--- config.mk ---
export PLATFORM = sky130hd
export DESIGN_NAME = pma_tx_serializer_flat
export DESIGN_NICKNAME = d
export VERILOG_FILES = /design/src/rtl/pma_pkg.sv /design/src/rtl/pma_tx_serializer_if.sv /design/src/rtl/pma_prbs7_gen.sv /design/src/rtl/pma_tx_serializer.sv /design/src/flat_wrapper.sv
export SDC_FILE = /design/constraint.sdc
export NUM_CORES = 1
export LEC_CHECK = 0
export CAP_MARGIN = 20
export CORE_MARGIN = 1
export CORE_UTILIZATION = 54
export DETAILED_ROUTE_END_ITERATION = 8
export GPL_ROUTABILITY_DRIVEN = 0
export PLACE_DENSITY = 0.88
export RECOVER_POWER = 100
export SKIP_CTS_REPAIR_TIMING = 1
export SYNTH_ARGS = -nofsm -noshare
export SYNTH_HDL_FRONTEND = slang
export SYNTH_HIERARCHICAL = 1
export SYNTH_SLANG_ARGS = --single-unit
--- constraint.sdc ---
create_clock -name CLK_5G -period 2.4 [get_ports CLK_5G]
set_input_delay 0.72 -clock CLK_5G [delete_from_list [all_inputs] [get_ports CLK_5G]]
set_output_delay 0.72 -clock CLK_5G [all_outputs]
set_load 0.005 [all_outputs]
--- src/rtl/pma_pkg.sv ---
// pma_pkg: shared constants for the PMA transmit path (word width, K28.5 symbols, PRBS7 polynomial).
package pma_pkg;
    localparam int         DATA_WIDTH_DEF = 10;
    localparam logic [9:0] K28_5_RDN      = 10'b0101111100;
    localparam logic [9:0] K28_5_RDP      = 10'b1010000011;
    localparam logic [6:0] PRBS7_SEED     = 7'h7F;
    localparam logic [6:0] PRBS7_TAPS     = 7'b1100000;
    function automatic logic prbs7_fb(input logic [6:0] s);
        return ^(s & PRBS7_TAPS);
    endfunction
endpackage

--- src/rtl/pma_tx_serializer_if.sv ---
// pma_tx_serializer_if: parallel word handshake between the encoder and the serializer.
interface pma_tx_serializer_if
    import pma_pkg::*;
#(parameter int DATA_WIDTH = DATA_WIDTH_DEF);
    logic [DATA_WIDTH-1:0] Data_in;
    logic                  Data_valid;
    logic                  Data_ready;
    modport master (output Data_in, output Data_valid, input Data_ready);
    modport slave  (input Data_in, input Data_valid, output Data_ready);
endinterface

--- src/rtl/pma_prbs7_gen.sv ---
// pma_prbs7_gen: PRBS7 (x^7+x^6+1) source producing WIDTH bits per advance, LSB first in time.
module pma_prbs7_gen
    import pma_pkg::*;
#(parameter int WIDTH = DATA_WIDTH_DEF)
(
    input  logic             clk,
    input  logic             rst_n,
    input  logic             i_adv,
    output logic [WIDTH-1:0] o_word
);
    logic [6:0] r_state;
    logic [6:0] w_state_nxt;
    always_comb begin
        w_state_nxt = r_state;
        o_word      = '0;
        for (int i = 0; i < WIDTH; i++) begin
            o_word[i]   = prbs7_fb(w_state_nxt);
            w_state_nxt = {w_state_nxt[5:0], o_word[i]};
        end
    end
    always_ff @(posedge clk or negedge rst_n)
        if (!rst_n) r_state <= PRBS7_SEED;
        else if (i_adv) r_state <= w_state_nxt;
endmodule

--- src/rtl/pma_tx_serializer.sv ---
// pma_tx_serializer: word-to-bit serializer with holding register, elec-idle and underflow reporting.
// Optional PRBS7 test source enabled by defining PMA_TX_PRBS7_EN.
module pma_tx_serializer
    import pma_pkg::*;
#(parameter int DATA_WIDTH = DATA_WIDTH_DEF)
(
    input  logic                CLK_5G,
    input  logic                Rst_n,
    pma_tx_serializer_if.slave  s_if,
`ifdef PMA_TX_PRBS7_EN
    input  logic                Prbs_En,
`endif
    input  logic                TxPolarity,
    input  logic                TxElecIdle,
    output logic                TX_POS,
    output logic                TX_NEG,
    output logic                Word_Clk,
    output logic                Underflow
);
    localparam int             CW   = $clog2(DATA_WIDTH);
    localparam logic [CW-1:0]  LAST = CW'(DATA_WIDTH - 1);
    localparam logic [CW-1:0]  HALF = CW'(DATA_WIDTH / 2);

    logic [CW-1:0]         r_bit_cnt;
    logic [DATA_WIDTH-1:0] r_shift;
    logic [DATA_WIDTH-1:0] r_hold;
    logic                  r_hold_full;
    logic                  r_idle;
    logic                  r_word_clk;
    logic                  r_underflow;
    logic [CW-1:0]         w_cnt_nxt;
    logic                  w_boundary;
    logic                  w_xfer;
    logic                  w_consume;
    logic                  w_prbs_on;
    logic [DATA_WIDTH-1:0] w_prbs;
    logic                  w_bit;

`ifdef PMA_TX_PRBS7_EN
    assign w_prbs_on = Prbs_En;
    pma_prbs7_gen #(.WIDTH(DATA_WIDTH)) u_prbs (
        .clk    (CLK_5G),
        .rst_n  (Rst_n),
        .i_adv  (w_boundary && w_prbs_on && !TxElecIdle),
        .o_word (w_prbs)
    );
`else
    assign w_prbs_on = 1'b0;
    assign w_prbs    = '0;
`endif

    assign w_boundary      = r_bit_cnt == LAST;
    assign w_cnt_nxt       = w_boundary ? '0 : r_bit_cnt + 1'b1;
    assign s_if.Data_ready = !r_hold_full || w_boundary;
    assign w_xfer          = s_if.Data_valid && s_if.Data_ready;
    assign w_consume       = w_boundary && !TxElecIdle && !w_prbs_on && r_hold_full;
    assign w_bit           = r_shift[0] ^ TxPolarity;
    assign TX_POS          = !r_idle && w_bit;
    assign TX_NEG          = !r_idle && !w_bit;
    assign Word_Clk        = r_word_clk;
    assign Underflow       = r_underflow;

    always_ff @(posedge CLK_5G or negedge Rst_n)
        if (!Rst_n) begin
            r_bit_cnt   <= '0;
            r_shift     <= '0;
            r_hold      <= '0;
            r_hold_full <= 1'b0;
            r_idle      <= 1'b1;
            r_word_clk  <= 1'b0;
            r_underflow <= 1'b0;
        end else begin
            r_bit_cnt   <= w_cnt_nxt;
            r_word_clk  <= w_cnt_nxt < HALF;
            r_underflow <= w_boundary && !TxElecIdle && !w_prbs_on && !r_hold_full;
            // elec-idle wins over PRBS and held data; the held word waits for a later boundary
            if (w_boundary) begin
                r_idle  <= TxElecIdle || (!w_prbs_on && !r_hold_full);
                r_shift <= TxElecIdle ? '0 : w_prbs_on ? w_prbs : r_hold_full ? r_hold : '0;
            end else
                r_shift <= r_shift >> 1;
            // a same-edge consume and transfer leaves the new word held
            if (w_xfer) begin
                r_hold      <= s_if.Data_in;
                r_hold_full <= 1'b1;
            end else if (w_consume)
                r_hold_full <= 1'b0;
        end
endmodule

--- src/flat_wrapper.sv ---
// flat-port wrapper written by rule: the top's interface ports become plain ports
module pma_tx_serializer_flat import pma_pkg::*;
#(parameter int DATA_WIDTH = DATA_WIDTH_DEF)
  (CLK_5G, Rst_n, TxPolarity, TxElecIdle, TX_POS, TX_NEG, Word_Clk, Underflow, s_if_Data_in, s_if_Data_valid, s_if_Data_ready);
  pma_tx_serializer_if #(.DATA_WIDTH(DATA_WIDTH)) s_if_i ();
  input  logic CLK_5G;
  input  logic Rst_n;
  input  logic TxPolarity;
  input  logic TxElecIdle;
  output logic TX_POS;
  output logic TX_NEG;
  output logic Word_Clk;
  output logic Underflow;
  input wire logic [$bits(s_if_i.Data_in)-1:0] s_if_Data_in;
  input wire logic [$bits(s_if_i.Data_valid)-1:0] s_if_Data_valid;
  output wire logic [$bits(s_if_i.Data_ready)-1:0] s_if_Data_ready;
  assign s_if_i.Data_in = s_if_Data_in;
  assign s_if_i.Data_valid = s_if_Data_valid;
  assign s_if_Data_ready = s_if_i.Data_ready;
  pma_tx_serializer #(.DATA_WIDTH(DATA_WIDTH)) u_core (.CLK_5G(CLK_5G), .Rst_n(Rst_n), .s_if(s_if_i), .TxPolarity(TxPolarity), .TxElecIdle(TxElecIdle), .TX_POS(TX_POS), .TX_NEG(TX_NEG), .Word_Clk(Word_Clk), .Underflow(Underflow));
endmodule
Yosys cells after proc, flatten, opt, wreduce, memory -nomap -nowiden

Index checks and enable logic that the tools add are counted.

Register bits: 28
Output and inout port bits: 5

$add $sub $neg: 1
Magnitude comparators: 1
Eq/ne operators: 1
Multiplexer cells: 6
Bitwise logic cells: 1
Reductions and logical operators: 13

Operators with widths:

| operator                                            | count |
|---|---|
| 2-to-1 mux 10 bit                                   | 3 |
| logical AND 1 bit                                   | 6 |
| adder 4 x 1 -> 4 bit (second input constant)        | 1 |
| equality test 4 bit (second input constant)         | 1 |
| zero test 1 bit                                     | 4 |
| < comparator 4 x 3 -> 1 bit (second input constant) | 1 |
| 2-to-1 mux 4 bit                                    | 1 |
| logical OR 1 bit                                    | 2 |
| 2-to-1 mux 1 bit                                    | 2 |
| nonzero test 2 bit                                  | 1 |
| bitwise XOR 1 bit                                   | 1 |

Depth between registers and ports, before layout

Gate-level depths: netlist of run 1.

Depth in word-level cells: 5
Depth in mapped cells: 5
Gate-level depth less buffers: 3

Least setup slack after synthesis of run 1

OpenSTA, ideal clock, no wires.

Kind: in2out
Start point: in TxPolarity
End point: out TX_NEG
Arrival time: 1.039 ns
Required time: 1.680 ns
Path slack: 0.641 ns
Stages on the path: 2
Buffers on the path: 0
Cell sequence: xnor2_1 nor2b_1

Longest elaborated chain between the ends: 3

Ends and longest elaborated chain:

| what               | RTL line                | text |
|---|---|---|
| start: declaration | flat_wrapper.sv:8       | `input logic TxPolarity;` |
| bitwise XOR 1 bit  | pma_tx_serializer.sv:57 | `assign w_bit = r_shift[0] ^ TxPolarity;` |
| zero test 1 bit    | pma_tx_serializer.sv:59 | `assign TX_NEG = !r_idle && !w_bit;` |
| logical AND 1 bit  | pma_tx_serializer.sv:59 |  |
| end: declaration   | flat_wrapper.sv:11      | `output logic TX_NEG;` |

Every way passes these cells.

Worst setup path in the final report of run 1

Same ends and word-level chain as after synthesis.

==> run metrics, run 1 <==
status=complete, no violations; Post-route DRC=0; Synth Area in XOR/XNOR=1.59%; Seq/Total Area, Yosys=63.5%; DRT Pass-1 Iters=4; r2r startpoint=u_core/r_bit_cnt[2]$_DFF_PN0_; via-per-instance ratio=5.63; Worst R2R End=u_core/r_hold[0]$_DFFE_PN0P_; Placed Instances=122; clk buf depth=2; drt initial violations=12; pin count of the biggest net entering global routing=29; Finished Layout Cells=131; Reg2Reg Setup Slack=640 ps; CTS tree=done; Top Metal Used=met4; EDFF count, synth=0; Setup crit start kind=primary input; Antenna Cells=0; final WL=2120 microns; VDD IR max=0.492 mV; vias in the first global route=689; data required time at the worst endpoint=1680 ps; Setup crit end=TX_NEG; Crit. End Element=output pin; DR WL met2=1060 microns; All-Layer GR Usage=19.2%; largest cells by area after synthesis=dfrtp_1, mux2_2, a22o_1; CTS H-tree lvls=1; DP Area=1330 sq um; share of layout cells above drive strength 1=26.4%; Num CTS Buffers=3; synthesis warning total=6; first-pass GRT wire length=2840 microns; Critical Path Start=TxPolarity; maxcap violations=0; Die ar.=2230 sq um; global route overflow=0; post-route cell area=1430 sq um; mux share of post-synthesis cell area=12.1%; DRT met1 WL=957 microns; die height=47.2 microns; core footprint=1820 sq um; Final nets=122; Yosys top cell by area=dfrtp_1; Synth top area share=61.2%; Die W=47.2 microns; top-count cell post-synth=dfrtp_1; mapped cell area=1100 sq um; minimum clock period=2360 ps; main combinational cell family by area after synthesis=multiplexers; Lkg Pwr=0.686 nW; Vias=737; HPWL Detailed=1260 microns; adder-cell share of the synthesized area=0%; max-slew headroom at the worst pin=77.3%; Sink Count=28; Core Rows=15; clock slew seen by the registers of the worst setup and hold paths=150 ps; worst clock skew=10.9 ps; Fin Setup TNS=0 ps; R2R cell count=5; Worst Hold Class=register to register; Finished Core Util=78.4%; Synth Area in Compound Gates=12.0%; PD cells=640 nW/um^2; Initial Util=60.7%; WL/cell=16.2 microns; Max Fclk=0.423 GHz; Root Driver=clkbuf_4; syn avg cell area=14.0 sq um; ys flop type=dfrtp_1; CP Class=primary input to output pin; Final Max Slew Viols=0; IO Count=20; Final setup viols=0; crit path max fanout=2; met3 routed WL=71 microns; fill count=120; Synth Instances=79; Synth Net Count=94; Post-synth top cells=dfrtp_1, mux2_2, a22o_1; # port buffers=19; Synth Area in Simple Gates=7.59%; Yosys reg bits=28; Area Overhead vs Synth=29.1%; Unique masters post-synth=23; Worst Path Arrival=1640 ps; period utilisation layout=98.4%; initial antenna violation count=0; clk_lat worst skew=320 ps; Final ANT Viol Nets=0; Worst-Margin Slew=340 ps; Hold Vio Cnt, Final=0; ys async rst share=100%
-- how the worst min path moves through the flow --
stage                                            from                     endpoint  slack (ps)  cells past startpoint
after detailed placement  u_core/r_shift[5]$_DFF_PN0_  u_core/r_shift[4]$_DFF_PN0_         460                      1
after CTS                 u_core/r_shift[5]$_DFF_PN0_  u_core/r_shift[4]$_DFF_PN0_         490                      1
after global routing      u_core/r_shift[5]$_DFF_PN0_  u_core/r_shift[4]$_DFF_PN0_         520                      1
final                     u_core/r_shift[8]$_DFF_PN0_  u_core/r_shift[7]$_DFF_PN0_         490                      1
after floorplan                                 Rst_n   u_core/Underflow$_DFF_PN0_         420                      0
after global placement    u_core/r_shift[3]$_DFF_PN0_  u_core/r_shift[2]$_DFF_PN0_         450                      1
-- cells by family (layout without fill, tap and decap cells) --
family,after synthesis,count (layout)
flip-flops,28,28
AO/OA/AOI/OAI,16,16
AND/OR/NAND/NOR,14,14
multiplexers,12,12
buffers and inverters,7,34
XOR/XNOR,2,2
-- layout make-up --
type / instances / area (sq um) / area share [%]
inverter: 3 / 11.3 / 0.789
tap: 25 / 31.3 / 2.19
clock inverter: 1 / 30.0 / 2.11
multi-input combinational: 44 / 375 / 26.3
timing repair buffer: 27 / 251 / 17.6
sequential: 28 / 704 / 49.4
clock buffer: 3 / 22.5 / 1.58
-- worst max-delay path: stages --
cell and delay [ps]:
clkdlybuf4s50_1 510, xnor2_2 130, nor2b_1 150, dlymetal6s2s_1 140
-- cell usage in the layout, fill, tap and decap left out, types with 2 or more instances in the layout --
cell	n
clkdlybuf4s50_1	16
buf_4	7
a22o_1	10
inv_1	3
dfrtp_2	2
mux2_2	11
o21ai_0	3
nand2_1	3
nor2_1	3
nor3_1	2
clkbuf_4	3
dfrtp_1	25
dlymetal6s2s_1	2
-- report_power, final --
| part | total, W | switching, W | internal (W) |
|---|---|---|---|
| clock | 0.000298 | 0.000129 | 0.000169 |
| combinational | 0.0000964 | 0.0000345 | 0.0000618 |
| sequential | 0.000519 | 0.0000168 | 0.000502 |
-- routing by layer --
metal / vias up / GRT usage (%)
li1: 335 / -
met1: 376 / 21.8
met2: 22 / 34.8
met3: 4 / 3.46
met4: 0 / 8.57
met5: - / 0
-- flip-flops by register name, summed over array words and instances, names as in the netlist --
signal              flops
u_core/Underflow        1
u_core/r_shift         10
u_core/r_bit_cnt        4
u_core/Word_Clk         1
u_core/r_idle           1
u_core/r_hold_full      1
u_core/r_hold          10
-- metrics by stage --
stage / total power [W] / setup WS, ps / hold WS (ps)
2_1_floorplan: 0.000569 / 641 / 424
3_3_place_gp: 0.000614 / -281 / 452
3_5_place_dp: 0.000621 / -331 / 462
4_1_cts: 0.000922 / -339 / 495
5_1_grt: 0.000951 / -8.20 / 517
6_report: 0.000913 / 37.9 / 488
Power figures use the tool's default switching activity.
==> run 2, diff against run 1 <==
--- a/config.mk
+++ b/config.mk
@@ -7,12 +7,14 @@
 export LEC_CHECK = 0
 export CAP_MARGIN = 20
 export CORE_MARGIN = 1
-export CORE_UTILIZATION = 54
+export CORE_UTILIZATION = 50
 export DETAILED_ROUTE_END_ITERATION = 8
 export GPL_ROUTABILITY_DRIVEN = 0
-export PLACE_DENSITY = 0.88
+export PLACE_DENSITY = 0.83
 export RECOVER_POWER = 100
 export SKIP_CTS_REPAIR_TIMING = 1
+export SKIP_LAST_GASP = 1
+export SLEW_MARGIN = 10
 export SYNTH_ARGS = -nofsm -noshare
 export SYNTH_HDL_FRONTEND = slang
 export SYNTH_HIERARCHICAL = 1
==> constraint.sdc (replaced) <==
create_clock -name CLK_5G -period 2.5 [get_ports CLK_5G]
set_input_delay 0.75 -clock CLK_5G [delete_from_list [all_inputs] [get_ports CLK_5G]]
set_output_delay 0.75 -clock CLK_5G [all_outputs]
set_load 0.005 [all_outputs]
==> run metrics, run 2 (same netlist as run 1, synthesis figures left out) <==
Area Overhead vs Synth=23.8% (was 29.1%); Die ar.=2400 sq um (was 2230 sq um); internal power=0.000700 W (was 0.000733 W); Setup crit start kind=primary input (unchanged); worst clock skew=16.3 ps (was 10.9 ps); HPWL Detailed=1170 microns (was 1260 microns); Num CTS Buffers=3 (unchanged); minimum clock period=2380 ps; clk_lat worst skew=330 ps (was 320 ps); fill count=158 (was 120); Sw Pwr=0.000175 W (was 0.000181 W); Largest delay share family, worst path=buffers and inverters (unchanged); RSZ-0062 raised after global routing=false; status=complete, no violations (unchanged); via-per-instance ratio=5.43 (was 5.63); clock slew seen by the registers of the worst setup and hold paths=130 ps (was 150 ps); post-route cell area=1370 sq um (was 1430 sq um); Worst Path Arrival=1630 ps (was 1640 ps); Pwr Total=0.000875 W (was 0.000913 W); clk buf depth=2 (unchanged); Hold Vio Cnt, Final=0 (unchanged); Crit path largest cell delay=470 ps (was 510 ps); vias in the first global route=681 (was 689); PD cells=640 nW/um^2 (about the same); Lkg Pwr=0.653 nW (was 0.686 nW); CP Class=primary input to output pin (unchanged); Largest regs=u_core/r_hold (10), u_core/r_shift (10), u_core/r_bit_cnt (4) (unchanged); # port buffers=19 (unchanged); Root Driver=clkbuf_4 (unchanged); Crit. End Element=output pin (unchanged); IO Count=20 (unchanged); power share of the combinational group=9.9% (was 10.6%); Multi-input gate area=357 sq um (was 375 sq um); crit path max fanout=2 (unchanged); Seq pwr share=56.7% (was 56.8%); data required time at the worst endpoint=1750 ps (was 1680 ps); CTS H-tree lvls=1 (unchanged); Sink Count=28 (unchanged); WL/cell=13.3 microns (was 16.2 microns); core footprint=2020 sq um (was 1820 sq um); share of layout cells above drive strength 1=17.6% (was 26.4%); initial antenna violation count=0 (unchanged); Final ANT Viol Nets=0 (unchanged); DRT Pass-1 Iters=4 (unchanged); Final Max Slew Viols=0 (unchanged); Vias=700 (was 737); most frequent cells in the layout=dfrtp_1, clkdlybuf4s50_1, mux2_2, a22o_1, clkbuf_1 (was dfrtp_1, clkdlybuf4s50_1, mux2_2, a22o_1, buf_4); Antenna Cells=0 (unchanged); Max Fclk=0.420 GHz; VDD IR max=0.461 mV (was 0.492 mV); final WL=1710 microns (was 2120 microns); Core Rows=16 (was 15); Worst-Margin Slew=1420 ps (was 340 ps); pin count of the biggest net entering global routing=29 (unchanged); most common cell after layout, fill and taps aside=dfrtp_1 (unchanged); Post-route DRC=0 (unchanged); Clock power frac=33.4% (was 32.6%); die height=49.0 microns (was 47.2 microns); max-slew headroom at the worst pin=5.01% (was 77.3%); maxcap violations=0 (unchanged); worst path cell trace=clkdlybuf4s50_1 -> xnor2_1 -> nor2b_1 -> dlymetal6s2s_1 (was clkdlybuf4s50_1 -> xnor2_2 -> nor2b_1 -> dlymetal6s2s_1); CTS tree=done (unchanged); DP Area=1330 sq um (about the same); Worst Hold Class=register to register (unchanged); Die W=49.0 microns (was 47.2 microns); buffers and inverters on the worst path=2 (unchanged); Final setup viols=0 (unchanged); drt initial violations=6 (was 12); All-Layer GR Usage=17.1% (was 19.2%); global route overflow=0 (unchanged); first-pass GRT wire length=3040 microns (was 2840 microns); period utilisation layout=95.1%; Fin Hold WS=487 ps (was 488 ps); sequential cell area=703 sq um (was 704 sq um); Final nets=118 (was 122); Worst path slowest cell=clkdlybuf4s50_1 (unchanged); switch share=20.0% (was 19.8%); Initial Util=54.6% (was 60.7%)
[run 2: cell count changes in the layout (fill, tap and decap cells not counted)]
| cell | before | now |
|---|---|---|
| dfrtp_2 | 2 | 1 |
| xnor2_1 | 1 | 2 |
| dlygate4sd3_1 | 1 | 2 |
| clkbuf_1 | 1 | 4 |
| and2_1 | 1 | 0 |
| o21ai_4 | 1 | 0 |
| buf_4 | 7 | 0 |
| and2_0 | 0 | 1 |
| clkdlybuf4s50_1 | 16 | 15 |
| dfrtp_1 | 25 | 26 |
| xnor2_2 | 1 | 0 |
| o21ai_1 | 0 | 1 |
[run 2: cell type report]
class,instances,area share (%)
Timing Repair Buffer,23,15.4
Inverter,3,0.823
Multi-Input combinational cell,44,26.1
Sequential cell,28,51.4
Tap cell,27,2.47
Clock inverter,1,2.20
Clock buffer,3,1.65
[run 2: worst paths after layout]
kind | from | endpoint | slack, ps | cells after the start
max in group asynchronous | Rst_n | u_core/r_bit_cnt[1]$_DFF_PN0_ | 370 | 2
setup / recovery | TxPolarity | TX_NEG | 120 | 4
hold / removal | u_core/r_hold_full$_DFFE_PN0P_ | u_core/Underflow$_DFF_PN0_ | 490 | 1
min in group asynchronous | Rst_n | u_core/r_shift[0]$_DFF_PN0_ | 1190 | 2
setup reg to reg | u_core/r_bit_cnt[2]$_DFF_PN0_ | u_core/r_shift[8]$_DFF_PN0_ | 590 | 5
hold reg to reg | u_core/r_hold_full$_DFFE_PN0P_ | u_core/Underflow$_DFF_PN0_ | 490 | 1
[run 2: power groups by stage]
stage / combinational (W) / clock [W] / sequential [W]
floorplan: 0.0000462 / 0 / 0.000500
global placement: 0.0000872 / 0 / 0.000503
detailed placement: 0.0000919 / 0 / 0.000505
CTS: 0.0000922 / 0.000301 / 0.000496
global route: 0.0000962 / 0.000317 / 0.000500
finish: 0.0000864 / 0.000293 / 0.000496
[run 2: per-stage QoR]
step                      utilization, %  setup slack, ps  instances  TNS [ps]
final                               67.6              121        129         0
after global routing                67.6             21.2        129         0
after CTS                           68.3             -264        128      -438
after detailed placement            65.7             -255        124      -420
after global placement              65.7             -241        124      -366
after floorplan                        -              681         79         0
[run 2: per-layer routing]
| layer | wire, microns | vias to the layer above | part of all wire (%) | global-route usage (%) |
|---|---|---|---|---|
| met5 | 0 | - | 0 | 0 |
| met4 | 25 | 0 | 1.5 | 8.82 |
| met3 | 86 | 2 | 5.0 | 3.12 |
| met2 | 826 | 24 | 48 | 26.6 |
| met1 | 774 | 351 | 45 | 22.9 |
| li1 | - | 323 | - | - |
[run 2: worst reg2reg max path: cells and delay by family, from the launching register on]
kind	cells	cell delay, ps
and+or+nand+nor	2	460
DFF	1	460
AOI/OAI and AO/OA	1	210
buffers and inverters	2	730
